<file path="src/rtl/booth_pkg.sv">
// Shared types and helpers for the radix-4 Booth multiplier.
package booth_pkg;

    // Controller states, 2-bit encoding.
    typedef enum logic [1:0] {
        IDLE = 2'b00,
        CALC = 2'b01,
        DONE = 2'b10
    } state_t;

    // Partial-product selection produced by the radix-4 recoder.
    typedef enum logic [2:0] {
        PP_ZERO = 3'd0,
        PP_POS1 = 3'd1,
        PP_POS2 = 3'd2,
        PP_NEG1 = 3'd3,
        PP_NEG2 = 3'd4
    } pp_sel_t;

    // Width of a down-counter that must hold the value iter.
    function automatic int cw_width(input int iter);
        return $clog2(iter + 32'sd1);
    endfunction

endpackage

</file>
<file path="src/rtl/booth_r4_recoder.sv">
// Radix-4 Booth recoder: maps one overlapping 3-bit multiplier group to
// {neg, two, zero} selects and the sign-extended (N+4)-bit partial product.
module booth_r4_recoder
    import booth_pkg::*;
#(
    parameter int N = 16
) (
    input  logic [2:0]   i_group,
    input  logic [N+1:0] i_m,
    output logic         o_neg,
    output logic         o_two,
    output logic         o_zero,
    output logic [N+3:0] o_pp
);

    pp_sel_t        w_sel;
    logic [N+3:0]   w_m_wide;
    logic [N+3:0]   w_mag;

    // Decode the {Q[1], Q[0], qm1} group into a partial-product selection.
    always_comb begin
        w_sel = PP_ZERO;
        case (i_group)
            3'b000, 3'b111: w_sel = PP_ZERO;
            3'b001, 3'b010: w_sel = PP_POS1;
            3'b011:         w_sel = PP_POS2;
            3'b100:         w_sel = PP_NEG2;
            3'b101, 3'b110: w_sel = PP_NEG1;
            default:        w_sel = PP_ZERO;
        endcase
    end

    // Expand the selection into the individual control flags.
    always_comb begin
        o_neg  = 1'b0;
        o_two  = 1'b0;
        o_zero = 1'b0;
        case (w_sel)
            PP_ZERO: o_zero = 1'b1;
            PP_POS1: o_two  = 1'b0;
            PP_POS2: o_two  = 1'b1;
            PP_NEG1: o_neg  = 1'b1;
            PP_NEG2: begin
                o_neg = 1'b1;
                o_two = 1'b1;
            end
            default: o_zero = 1'b1;
        endcase
    end

    // Build the partial product: sign-extend M, optionally double, optionally negate.
    always_comb begin
        w_m_wide = {{2{i_m[N+1]}}, i_m};
        if (o_two) begin
            w_mag = {w_m_wide[N+2:0], 1'b0};
        end else begin
            w_mag = w_m_wide;
        end
        if (o_zero) begin
            o_pp = {(N+4){1'b0}};
        end else if (o_neg) begin
            o_pp = ~w_mag + {{(N+3){1'b0}}, 1'b1};
        end else begin
            o_pp = w_mag;
        end
    end

endmodule

</file>
<file path="src/rtl/booth_r4_multiplier.sv">
// Sequential radix-4 Booth multiplier, signed or unsigned per operation.
// Operands are widened to N+2 bits so both modes share N/2+1 iterations;
// the low 2N bits of {A, Q} form the product.
module booth_r4_multiplier
    import booth_pkg::*;
#(
    parameter int N = 16
) (
    input  logic           clk,
    input  logic           rst,
    input  logic           start,
    input  logic           signed_mode,
    input  logic [N-1:0]   data_inM,
    input  logic [N-1:0]   data_inQ,
    output logic           busy,
    output logic           done,
    output logic [2*N-1:0] ans
);

    localparam int ITER = N / 2 + 1;
    localparam int CW   = cw_width(ITER);
    localparam logic [CW-1:0] CNT_LOAD = CW'(ITER);
    localparam logic [CW-1:0] CNT_ONE  = CW'(1);

    state_t           r_state;
    state_t           w_state_next;
    logic [N+1:0]     r_a;
    logic [N+1:0]     r_q;
    logic [N+1:0]     r_m;
    logic             r_qm1;
    logic [CW-1:0]    r_count;
    logic             r_busy;
    logic             r_done;
    logic [2*N-1:0]   r_ans;

    logic [N+1:0]     w_m_ext;
    logic [N+1:0]     w_q_ext;
    logic [N+3:0]     w_pp;
    logic [N+3:0]     w_a_sum;
    logic [N+1:0]     w_a_next;
    logic [N+1:0]     w_q_next;
    logic             w_qm1_next;
    logic             w_last;
    logic             w_neg;
    logic             w_two;
    logic             w_zero;
    logic             w_unused_flags;

    booth_r4_recoder #(
        .N (N)
    ) u_recoder (
        .i_group (w_group_s()),
        .i_m     (r_m),
        .o_neg   (w_neg),
        .o_two   (w_two),
        .o_zero  (w_zero),
        .o_pp    (w_pp)
    );

    // The recoder flags are kept for debug visibility; the adder only needs the partial product.
    assign w_unused_flags = w_neg ^ w_two ^ w_zero;

    // Current Booth group: two low multiplier bits plus the previously shifted-out bit.
    function automatic logic [2:0] w_group_s();
        return {r_q[1:0], r_qm1};
    endfunction

    // Widen the operands to N+2 bits according to the requested signedness.
    always_comb begin
        if (signed_mode) begin
            w_m_ext = {{2{data_inM[N-1]}}, data_inM};
            w_q_ext = {{2{data_inQ[N-1]}}, data_inQ};
        end else begin
            w_m_ext = {2'b00, data_inM};
            w_q_ext = {2'b00, data_inQ};
        end
    end

    // One iteration: accumulate the partial product, then arithmetic shift {A, Q, qm1} right by 2.
    always_comb begin
        w_a_sum    = {{2{r_a[N+1]}}, r_a} + w_pp;
        w_a_next   = w_a_sum[N+3:2];
        w_q_next   = {w_a_sum[1:0], r_q[N+1:2]};
        w_qm1_next = r_q[1];
        w_last     = (r_count == CNT_ONE);
    end

    // Next-state logic for the IDLE -> CALC -> DONE sequence.
    always_comb begin
        w_state_next = r_state;
        case (r_state)
            IDLE: begin
                if (start) begin
                    w_state_next = CALC;
                end else begin
                    w_state_next = IDLE;
                end
            end
            CALC: begin
                if (w_last) begin
                    w_state_next = DONE;
                end else begin
                    w_state_next = CALC;
                end
            end
            DONE:    w_state_next = IDLE;
            default: w_state_next = IDLE;
        endcase
    end

    // State register.
    always_ff @(posedge clk or posedge rst) begin
        if (rst) begin
            r_state <= IDLE;
        end else begin
            r_state <= w_state_next;
        end
    end

    // Operand capture, iteration datapath and product register.
    always_ff @(posedge clk or posedge rst) begin
        if (rst) begin
            r_a     <= {(N+2){1'b0}};
            r_q     <= {(N+2){1'b0}};
            r_m     <= {(N+2){1'b0}};
            r_qm1   <= 1'b0;
            r_count <= {CW{1'b0}};
            r_ans   <= {(2*N){1'b0}};
        end else begin
            case (r_state)
                IDLE: begin
                    if (start) begin
                        r_m     <= w_m_ext;
                        r_q     <= w_q_ext;
                        r_a     <= {(N+2){1'b0}};
                        r_qm1   <= 1'b0;
                        r_count <= CNT_LOAD;
                    end
                end
                CALC: begin
                    r_a     <= w_a_next;
                    r_q     <= w_q_next;
                    r_qm1   <= w_qm1_next;
                    r_count <= r_count - CNT_ONE;
                    if (w_last) begin
                        r_ans <= {w_a_next[N-3:0], w_q_next};
                    end
                end
                DONE: begin
                    r_count <= {CW{1'b0}};
                end
                default: begin
                    r_count <= {CW{1'b0}};
                end
            endcase
        end
    end

    // Registered status outputs derived from the state being entered.
    always_ff @(posedge clk or posedge rst) begin
        if (rst) begin
            r_busy <= 1'b0;
            r_done <= 1'b0;
        end else begin
            r_busy <= (w_state_next != IDLE);
            r_done <= (w_state_next == DONE);
        end
    end

    assign busy = r_busy;
    assign done = r_done;
    assign ans  = r_ans;

endmodule

</file>
<file path="config.mk">
export PLATFORM = sky130hd
export DESIGN_NAME = booth_r4_multiplier
export DESIGN_NICKNAME = d
export VERILOG_FILES = /design/src/rtl/booth_pkg.sv /design/src/rtl/booth_r4_recoder.sv /design/src/rtl/booth_r4_multiplier.sv
export SDC_FILE = /design/constraint.sdc
export NUM_CORES = 1
export LEC_CHECK = 0
export CAP_MARGIN = 10
export CORE_MARGIN = 2
export CORE_UTILIZATION = 58
export CTS_BUF_LIST = sky130_fd_sc_hd__clkbuf_4 sky130_fd_sc_hd__clkbuf_8
export CTS_CLUSTER_DIAMETER = 120
export DETAILED_ROUTE_END_ITERATION = 10
export GPL_ROUTABILITY_DRIVEN = 0
export MAX_ROUTING_LAYER = met4
export PLACE_DENSITY = 0.88
export REMOVE_ABC_BUFFERS = 1
export SYNTH_ARGS = -nofsm -noshare
export SYNTH_HDL_FRONTEND = slang
export SYNTH_SLANG_ARGS = --single-unit
</file>
<file path="constraint.sdc">
create_clock -name clk -period 5.8 [get_ports clk]
set_input_delay 0.58 -clock clk [delete_from_list [all_inputs] [get_ports clk]]
set_output_delay 0.58 -clock clk [all_outputs]
set_load 0.02 [all_outputs]
</file>
Word level (Yosys, flattened, before mapping)
Memory sizes are Yosys's and may differ from the RTL's.
Cells that the tools add are included.
{"block": "op_classes", "addsub": 3, "eq_ne": 8, "muxes": 18, "bitwise": 1, "reduce_logical": 9}
{"operator": "two-way mux 18 bit", "count": 5}
{"operator": "case mux 18 bit (2 select lines)", "count": 2}
{"operator": "two-way mux 20 bit", "count": 2}
{"operator": "adder 20 x 1 -> 20 bit, second input constant", "count": 1}
{"operator": "adder 20 bit", "count": 1}
{"operator": "inverter 20 bit", "count": 1}
{"operator": "case mux 4 bit (2 select lines)", "count": 1}
{"operator": "== test 3 x 2 -> 1 bit, second input constant", "count": 2}
{"operator": "AND reduction 2 bit", "count": 3}
{"operator": "== test 4 x 1 -> 1 bit, second input constant", "count": 1}
{"operator": "two-way mux 1 bit", "count": 4}
{"operator": "two-way mux 4 bit", "count": 1}
{"operator": "case mux 2 bit (2 select lines)", "count": 1}
{"operator": "nonzero test 2 bit", "count": 2}
{"operator": "OR reduction 2 bit", "count": 2}
{"operator": "OR reduction 4 bit", "count": 1}
{"operator": "subtractor 4 x 1 -> 4 bit, second input constant", "count": 1}
{"operator": "== test 3 x 1 -> 1 bit, second input constant", "count": 1}
{"operator": "== test 3 bit, second input constant", "count": 1}
{"operator": "== test 2 x 1 -> 1 bit, second input constant", "count": 1}
{"operator": "== test 2 bit, second input constant", "count": 1}
{"operator": "logical NOT 2 bit", "count": 1}
{"operator": "two-way mux 2 bit", "count": 1}
{"operator": "inequality test 2 bit, second input constant", "count": 1}
{"operator": "case mux 1 bit (2 select lines)", "count": 1}
{"block": "word_totals", "register_bits": 95, "romBits": 24, "input_bits": 36, "output_inout_bits": 34, "wordCells": 49, "n_memories": 1}
{"memory": "(no name shown)", "depth": 8, "word_bits": 3, "rd": 1, "rd_ports_with_merged_regs": 0, "wr": 0, "line_no": "booth_r4_recoder.sv:23", "source": "case (i_group)"}

Logic depth before layout (Yosys ltp)
Gate-level depths: netlist of the first run.
An unclocked memory read counts as a cell.
{"block": "logic_depth", "word_depth": 11, "mapped_depth": 23, "ltp_nobuf": 22}

Hierarchy
From an unflattened synthesis of the first run, not the netlist that was laid out.
{"block": "hier_totals", "hier_cells": 696, "hier_area_um2": 5928.2}
{"module": "booth_r4_multiplier", "instances": 1, "cells_per_inst": 523, "area_per_inst_um2": 4754.6}
{"module": "booth_r4_recoder", "instances": 1, "cells_per_inst": 173, "area_per_inst_um2": 1173.6}

Worst setup path after synthesis of the first run
Ideal clock, no wire load.
{"block": "synth_timing", "path_type": "reg-to-reg", "start": "reg r_q[0]", "end": "reg r_a[17]", "setup_time_ns": 0.127, "t_arrival_ns": 4.394, "t_required_ns": 5.673, "setup_slack_ns": 1.279, "stages_incl_launch_ff": 23, "n_path_buf": 3, "synth_period_minus_slack_ns": 4.521, "cell_sequence": "dfrtp_1 -> inv_1 -> ha_1 -> buf_2 -> or2_1 -> clkbuf_1 -> clkbuf_1 -> nand2_1 -> ha_1 -> nor2b_1 -> o311ai_1 -> or3_1 -> nand2_1 -> a31oi_1 -> and3_1 -> ha_1 -> and3_1 -> a21boi_1 -> nor3b_1 -> o21bai_2 -> or3_2 -> a31oi_1 -> mux2i_1"}
{"block": "synth_via", "elab_chain_len": 11}
{"item": "start: declaration", "line_no": "booth_r4_multiplier.sv:28", "source": "logic [N+1:0] r_q;"}
{"item": "start signal: assignment", "line_no": "booth_r4_multiplier.sv:124", "source": "r_q <= {(N+2){1'b0}};"}
{"item": "start signal: assignment", "line_no": "booth_r4_multiplier.sv:134", "source": "r_q <= w_q_ext;"}
{"item": "start signal: assignment", "line_no": "booth_r4_multiplier.sv:142", "source": "r_q <= w_q_next;"}
{"item": "memory read (8 x 3 bit) (*)"}
{"item": "== test 3 x 2 -> 1 bit or == test 3 bit (tied branches)", "line_no": "booth_r4_recoder.sv:38", "source": "case (w_sel)"}
{"item": "OR reduction 2 bit (no source line)"}
{"item": "two-way mux 1 bit", "line_no": "booth_r4_recoder.sv:38"}
{"item": "two-way mux 18 bit", "line_no": "booth_r4_recoder.sv:54", "source": "if (o_two) begin"}
{"item": "inverter 20 bit", "line_no": "booth_r4_recoder.sv:62", "source": "o_pp = ~w_mag + {{(N+3){1'b0}}, 1'b1};"}
{"item": "adder 20 x 1 -> 20 bit", "line_no": "booth_r4_recoder.sv:62"}
{"item": "two-way mux 20 bit", "line_no": "booth_r4_recoder.sv:61", "source": "end else if (o_neg) begin"}
{"item": "two-way mux 20 bit (*)", "line_no": "booth_r4_recoder.sv:59", "source": "if (o_zero) begin"}
{"item": "adder 20 bit (*)", "line_no": "booth_r4_multiplier.sv:81", "source": "w_a_sum = {{2{r_a[N+1]}}, r_a} + w_pp;"}
{"item": "case mux 18 bit (2 select lines) (*)", "line_no": "booth_r4_multiplier.sv:130", "source": "case (r_state)"}
{"item": "end signal: assignment", "line_no": "booth_r4_multiplier.sv:123", "source": "r_a <= {(N+2){1'b0}};"}
{"item": "end signal: assignment", "line_no": "booth_r4_multiplier.sv:135", "source": "r_a <= {(N+2){1'b0}};"}
{"item": "end signal: assignment", "line_no": "booth_r4_multiplier.sv:141", "source": "r_a <= w_a_next;"}
{"item": "end: declaration", "line_no": "booth_r4_multiplier.sv:27", "source": "logic [N+1:0] r_a;"}
Every way passes the cells marked *; elsewhere a longest branch is shown, timed or not.
A chain may end at the register's enable or synchronous reset.

Final worst setup path of the first run
Same ends and word-level chain as after synthesis.

==> results.yml, run 1 <==
floorplanning:
  pin_count: 70
  core-area_um2: 9590
  rows: 36
  die_w_um: 103
  die_area_um2: 10600
  start_util_pct: 58.9
  die_height_um: 103
worst_setup_path:
  crit_chain: "inv_1 -> ha_1 -> mux2i_1 -> or2_1 -> nand2_1 -> ha_1 -> nor2b_1 -> o311ai_1 -> nor3_1 -> o211ai_1 -> o311ai_0 -> a31oi_1 -> ha_1 -> nand3_1 -> a21boi_1 -> nor3b_1 -> o21bai_2 -> or3_2 -> a21o_1 -> mux2i_1"
  crit_family: "simple AND/OR/NAND/NOR gates"
  crit_path_frequent_cell: "ha_1"
  max_stage_delay_ns: 0.81
  arrival_ns: 5.44
  crit_type: "register to register"
  end_kind: "register"
  cp-startpoint: "r_q[0]$_DFFE_PP0P_"
  cp_max_fo: 31
  critPathBufInv: 1
  critPathRequiredTime_ns: 6.09
  timing.rr.start: "r_q[0]$_DFFE_PP0P_"
  slowest_stage: "or2_1"
  r2r_setup_slack_ns: 0.65
  start_kind: "register"
route:
  drt_iter0_markers: 435
  routedWlPerCell_um: 16.8
  postRouteAntennaNets: 0
  via_count: 5082
  wl_um: 14000
  firstDrtPassIters: 6
  post-route-drc-count: 0
  viasPerCell: 6.09
timing:
  fin_skew_ns: 0.0132
  finalWorstSetupSlack_ns: 0.652
  slew_headroom_pct: 20.6
  tightestPinTransition_ns: 1.19
  fin_setup_tns_ns: 0
  rsz0062_at_grt: "no"
  fmax_mhz: 194
  finalCritPeriodShare_pct: 88.8
  slew_viol_final: 0
  hold_viol: 0
  setup_violations: 0
  fin_crit_ns: 5.15
global_route:
  grt_pass1_vias: 4973
  antenna_found_initial: 0
  grt_max_degree: 79
  overflow: 0
  grt_pass1_wl_um: 23000
  track_usage_pct: 28.4
clock_network:
  post_cts_buffers: 0
  cts_hold_buf: 0
  cts_buffers: 9
  cts_resized: 0
  path_clk_slew_ns: 0.11
  cts_tree: "built"
  clock_sinks: 94
  clk_path_buf_depth: 2
  clk_latency_ns: 0.37
  root_buffer: "clkbuf_8"
  htree_levels: 3
final_layout:
  diodes: 0
  final_area_um2: 6580
  area_growth_pct: 16.4
  n_fill_cell: 759
  multi_input_area_um2: 3070
  layout-drive-gt1-share_pct: 8.42
  ff_latch_area_um2: 2350
  fin_nets: 757
logic_synthesis:
  synth_seq_cells: 94
  avgSynthCellArea_um2: 8.75
  yosysTopAreaCell: "dfrtp_1"
  ys.warnings.count: 0
  async_flop_share_pct: 100
  synth.area.top_cells: "dfrtp_1 42%, nand2_1 9.3%, ha_1 5.3%"
  synth_common_cells: "140 x nand2_1, 94 x dfrtp_1, 60 x o21ai_0, 34 x a21oi_1, 31 x clkbuf_1"
  synth_edf_count: 0
  synth_cell_types: 64
  synth_most_common_cell: "nand2_1"
  netlist_area_um2: 5650
  synth_top_area_share_pct: 41.6
  synthCells: 646
  synth.yosys.seq_area_share_pct: 41.6
  ys.flop_type: "dfrtp_1"
worst_hold_path:
  hp-class: "input pin to asynchronous set/reset pin"
place:
  placed_area_um2: 6400
  portBuffers: 69
  dp_hpwl_um: 9670
  pre_cts_ws_ns: 0.814
status:
  status: "finished clean"
flow_run:
  drv_cap: 0
==> registers in the layout, summed over array words and instances (netlist names) <==
signal	flops
ans	32
busy	1
done	1
r_a	18
r_count	4
r_m	17
r_q	18
r_qm1	1
r_state	2
==> metal layers <==
metal,share of wire (%),vias to the layer above,track usage [%]
met5,0,-,-
met4,1.6,0,10.0
met3,8.2,28,7.46
met2,48,244,44.8
met1,42,2435,35.5
li1,-,2375,-
==> final timing paths <==
check / cells after the start / endpoint
max: 20 / r_a[17]$_DFFE_PP0P_
min: 2 / r_q[12]$_DFFE_PP0P_
max reg2reg: 20 / r_a[17]$_DFFE_PP0P_
min reg2reg: 2 / ans[3]$_DFFE_PP0P_
max in group asynchronous: 3 / r_m[13]$_DFFE_PP0P_
min in group clk: 2 / ans[3]$_DFFE_PP0P_
==> layout make-up <==
| class | count | share of cell area [%] |
|---|---|---|
| multi-input cells | 497 | 46.6 |
| flip-flops and latches | 94 | 35.7 |
| repair buffers | 76 | 11.3 |
| well taps | 133 | 2.53 |
| clock buffers | 10 | 2.00 |
| inverters | 18 | 1.05 |
| clock inverters | 6 | 0.798 |
==> stage by stage <==
stage,std cells,util (%),hold slack [ns]
2_1_floorplan,609,-,0.455
3_3_place_gp,818,66.7,0.459
3_5_place_dp,818,66.7,0.467
4_1_cts,834,68.6,0.454
5_1_grt,834,68.6,0.489
6_report,834,68.6,0.459
==> worst register-to-register path, delay by kind of cell (launching register included) <==
kind / cells / cell delay, ns
mux: 2 / 0.39
compound gates: 7 / 1.26
flops: 1 / 0.36
buf+inv: 1 / 0.06
fa+ha+maj: 3 / 0.84
simple gates: 7 / 2.18
==> layout by cell type (no fill, tap or decap), types with 13 or more instances in the layout <==
cell type	count
nand2_1	140
dfrtp_1	94
clkdlybuf4s50_1	69
o21ai_0	60
a21oi_1	34
nor2_1	28
ha_1	24
mux2_2	17
mux2i_1	17
inv_1	16
a31oi_1	14
nand3_1	13
==> kinds of logic (layout without fill, tap and decap cells) <==
family / Yosys count / count (layout) / share of synthesized area [%]
fa+ha+maj: 25 / 25 / 5.67
mux: 34 / 34 / 6.40
compound gates: 186 / 186 / 20.7
buf+inv: 55 / 110 / 4.27
simple gates: 235 / 235 / 18.7
flops: 94 / 94 / 41.6
xor+xnor: 17 / 17 / 2.63
Power of run 1 is not shown: default switching activity piles up to over one toggle a cycle in this logic, so the estimate is an artifact.
==> inputs of run 2 (changes only) <==
--- a/config.mk
+++ b/config.mk
@@ -12,7 +12,6 @@
 export CTS_CLUSTER_DIAMETER = 120
 export DETAILED_ROUTE_END_ITERATION = 10
 export GPL_ROUTABILITY_DRIVEN = 0
-export MAX_ROUTING_LAYER = met4
 export PLACE_DENSITY = 0.88
 export REMOVE_ABC_BUFFERS = 1
 export SYNTH_ARGS = -nofsm -noshare
==> run 2 against run 1 <==
  * Wire length fell by 0.64%
  * Setup slack improved by 0.027 ns
  * Clock skew fell by 0.0012 ns
  * Final area is the same
  * Via count decreased by 0.35%
  * Maximum frequency increased by 0.54%
  * Sequential share of layout area stayed put
  * Highest routed layer unchanged
==> results.yml, run 2 (synthesis results as in run 1) <==
timing:
  fin_skew_ns: 0.0119
  slew_viol_final: 0
  fmax_mhz: 195
  hold_viol: 0
  fin_crit_ns: 5.12
  setup_violations: 0
  finalCritPeriodShare_pct: 88.3
  fin_setup_tns_ns: 0
  finalWorstSetupSlack_ns: 0.679
  slew_headroom_pct: 20.1
  tightestPinTransition_ns: 1.19
  rsz0062_at_grt: "no"
power:
  ir_worst_vdd_uv: 378
  cellPowerDensity_nw_per_um2: 714
  p_leak_nw: 2.89
worst_setup_path:
  crit_path_frequent_cell: "ha_1"
  r2r_setup_slack_ns: 0.68
  start_kind: "register"
  slowest_stage: "or2_1"
  end_kind: "register"
  critPathRequiredTime_ns: 6.09
  rr_worst_depth: 20
  max_stage_delay_ns: 0.80
  reg2reg_to: "r_a[17]$_DFFE_PP0P_"
  timing.rr.start: "r_q[0]$_DFFE_PP0P_"
  critPathBufInv: 1
  arrival_ns: 5.41
  crit_family: "simple AND/OR/NAND/NOR gates"
  cp_max_fo: 31
  crit_type: "register to register"
  crit_chain: "inv_1 -> ha_1 -> mux2i_1 -> or2_1 -> nand2_1 -> ha_1 -> nor2b_1 -> o311ai_1 -> nor3_1 -> o211ai_1 -> o311ai_0 -> a31oi_1 -> ha_1 -> nand3_1 -> a21boi_1 -> nor3b_1 -> o21bai_2 -> or3_2 -> a21o_1 -> mux2i_1"
final_layout:
  utilization_pct: 68.6
  multi_input_area_um2: 3070
  final_cell_mix: "140 x nand2_1, 94 x dfrtp_1, 69 x clkdlybuf4s50_1"
  n_fill_cell: 759
  final_area_um2: 6580
  layout_commonest_cell: "nand2_1"
  layout-drive-gt1-share_pct: 8.42
  largest_reg_flops: 32
  diodes: 0
  fin_nets: 757
  ff_latch_area_um2: 2350
  area_growth_pct: 16.4
global_route:
  overflow: 0
  grt_pass1_wl_um: 23100
  antenna_found_initial: 0
  grt_pass1_vias: 4965
  track_usage_pct: 27.6
  grt_max_degree: 79
clock_network:
  cts_resized: 0
  cts_buffers: 9
  root_buffer: "clkbuf_8"
  post_cts_buffers: 0
  cts_hold_buf: 0
  cts_tree: "built"
  htree_levels: 3
  clk_latency_ns: 0.37
  clock_sinks: 94
  path_clk_slew_ns: 0.10
  clk_path_buf_depth: 2
route:
  firstDrtPassIters: 5
  wl_um: 13900
  routedWlPerCell_um: 16.7
  postRouteAntennaNets: 0
  via_count: 5064
  viasPerCell: 6.07
  drt_iter0_markers: 448
  post-route-drc-count: 0
place:
  pre_cts_ws_ns: 0.814
  portBuffers: 69
  dp_hpwl_um: 9670
  placed_area_um2: 6400
flow_run:
  drv_cap: 0
worst_hold_path:
  hp-class: "input pin to asynchronous set/reset pin"
floorplanning:
  die_height_um: 103
  core-area_um2: 9590
  pin_count: 70
  die_area_um2: 10600
  start_util_pct: 58.9
  rows: 36
  die_w_um: 103
status:
  status: "finished clean"
==> run 2: cell counts in the layout (fill, tap and decap cells not counted) <==
Identical to the previous run, type by type.
==> run 2: report_power, final <==
part           internal (mW)  total (mW)  switching, mW
Combinational           1.25        2.99           1.74
Sequential             0.974        1.28          0.308
Clock                  0.168       0.426          0.258
==> run 2: worst max-delay path by stage <==
stage | from | to | slack, ns | cells past startpoint
floorplan | start | r_a[11]$_DFFE_PP0P_ | 0.07 | 4
global placement | r_q[0]$_DFFE_PP0P_ | r_a[17]$_DFFE_PP0P_ | 1.06 | 20
detailed placement | r_q[0]$_DFFE_PP0P_ | r_a[17]$_DFFE_PP0P_ | 0.81 | 20
CTS | r_q[0]$_DFFE_PP0P_ | r_a[17]$_DFFE_PP0P_ | 0.76 | 20
global route | r_q[0]$_DFFE_PP0P_ | r_a[17]$_DFFE_PP0P_ | 0.23 | 19
finish | r_q[0]$_DFFE_PP0P_ | r_a[17]$_DFFE_PP0P_ | 0.68 | 20
==> run 2: worst register-to-register path, stage by stage, from the launching register on <==
cell and delay (ns):
dfrtp_1 0.36, inv_1 0.06, ha_1 0.23, mux2i_1 0.27, or2_1 0.80, nand2_1 0.14
ha_1 0.25, nor2b_1 0.15, o311ai_1 0.20, nor3_1 0.17, o211ai_1 0.21, o311ai_0 0.19
a31oi_1 0.28, ha_1 0.36, nand3_1 0.15, a21boi_1 0.08, nor3b_1 0.27, o21bai_2 0.11
or3_2 0.47, a21o_1 0.19, mux2i_1 0.12
==> run 2: routing by layer <==
layer | share of wire [%] | global-route usage, % | wire, um | vias to the layer above
li1 | - | - | - | 2376
met1 | 42 | 35.4 | 5770 | 2442
met2 | 48 | 44.7 | 6740 | 221
met3 | 8.8 | 8.14 | 1230 | 25
met4 | 1.2 | 10.0 | 172 | 0
met5 | 0 | 0 | 0 | -
==> run 2: area by class of cell <==
type / instances / area share, %
clock inverter: 6 / 0.798
clock buffer: 10 / 2.00
timing repair buffer: 76 / 11.3
sequential: 94 / 35.7
inverter: 18 / 1.05
tap: 133 / 2.53
multi-input combinational: 497 / 46.6
==> run 2: per-stage QoR <==
| stage | hold WS, ns | total power [mW] | cells |
|---|---|---|---|
| floorplan | 0.455 | 3.37 | 609 |
| global placement | 0.459 | 4.07 | 818 |
| detailed placement | 0.467 | 4.23 | 818 |
| CTS | 0.454 | 4.68 | 834 |
| global route | 0.488 | 5.09 | 834 |
| finish | 0.463 | 4.70 | 834 |
No activity file was read; power rests on OpenSTA's default activity.
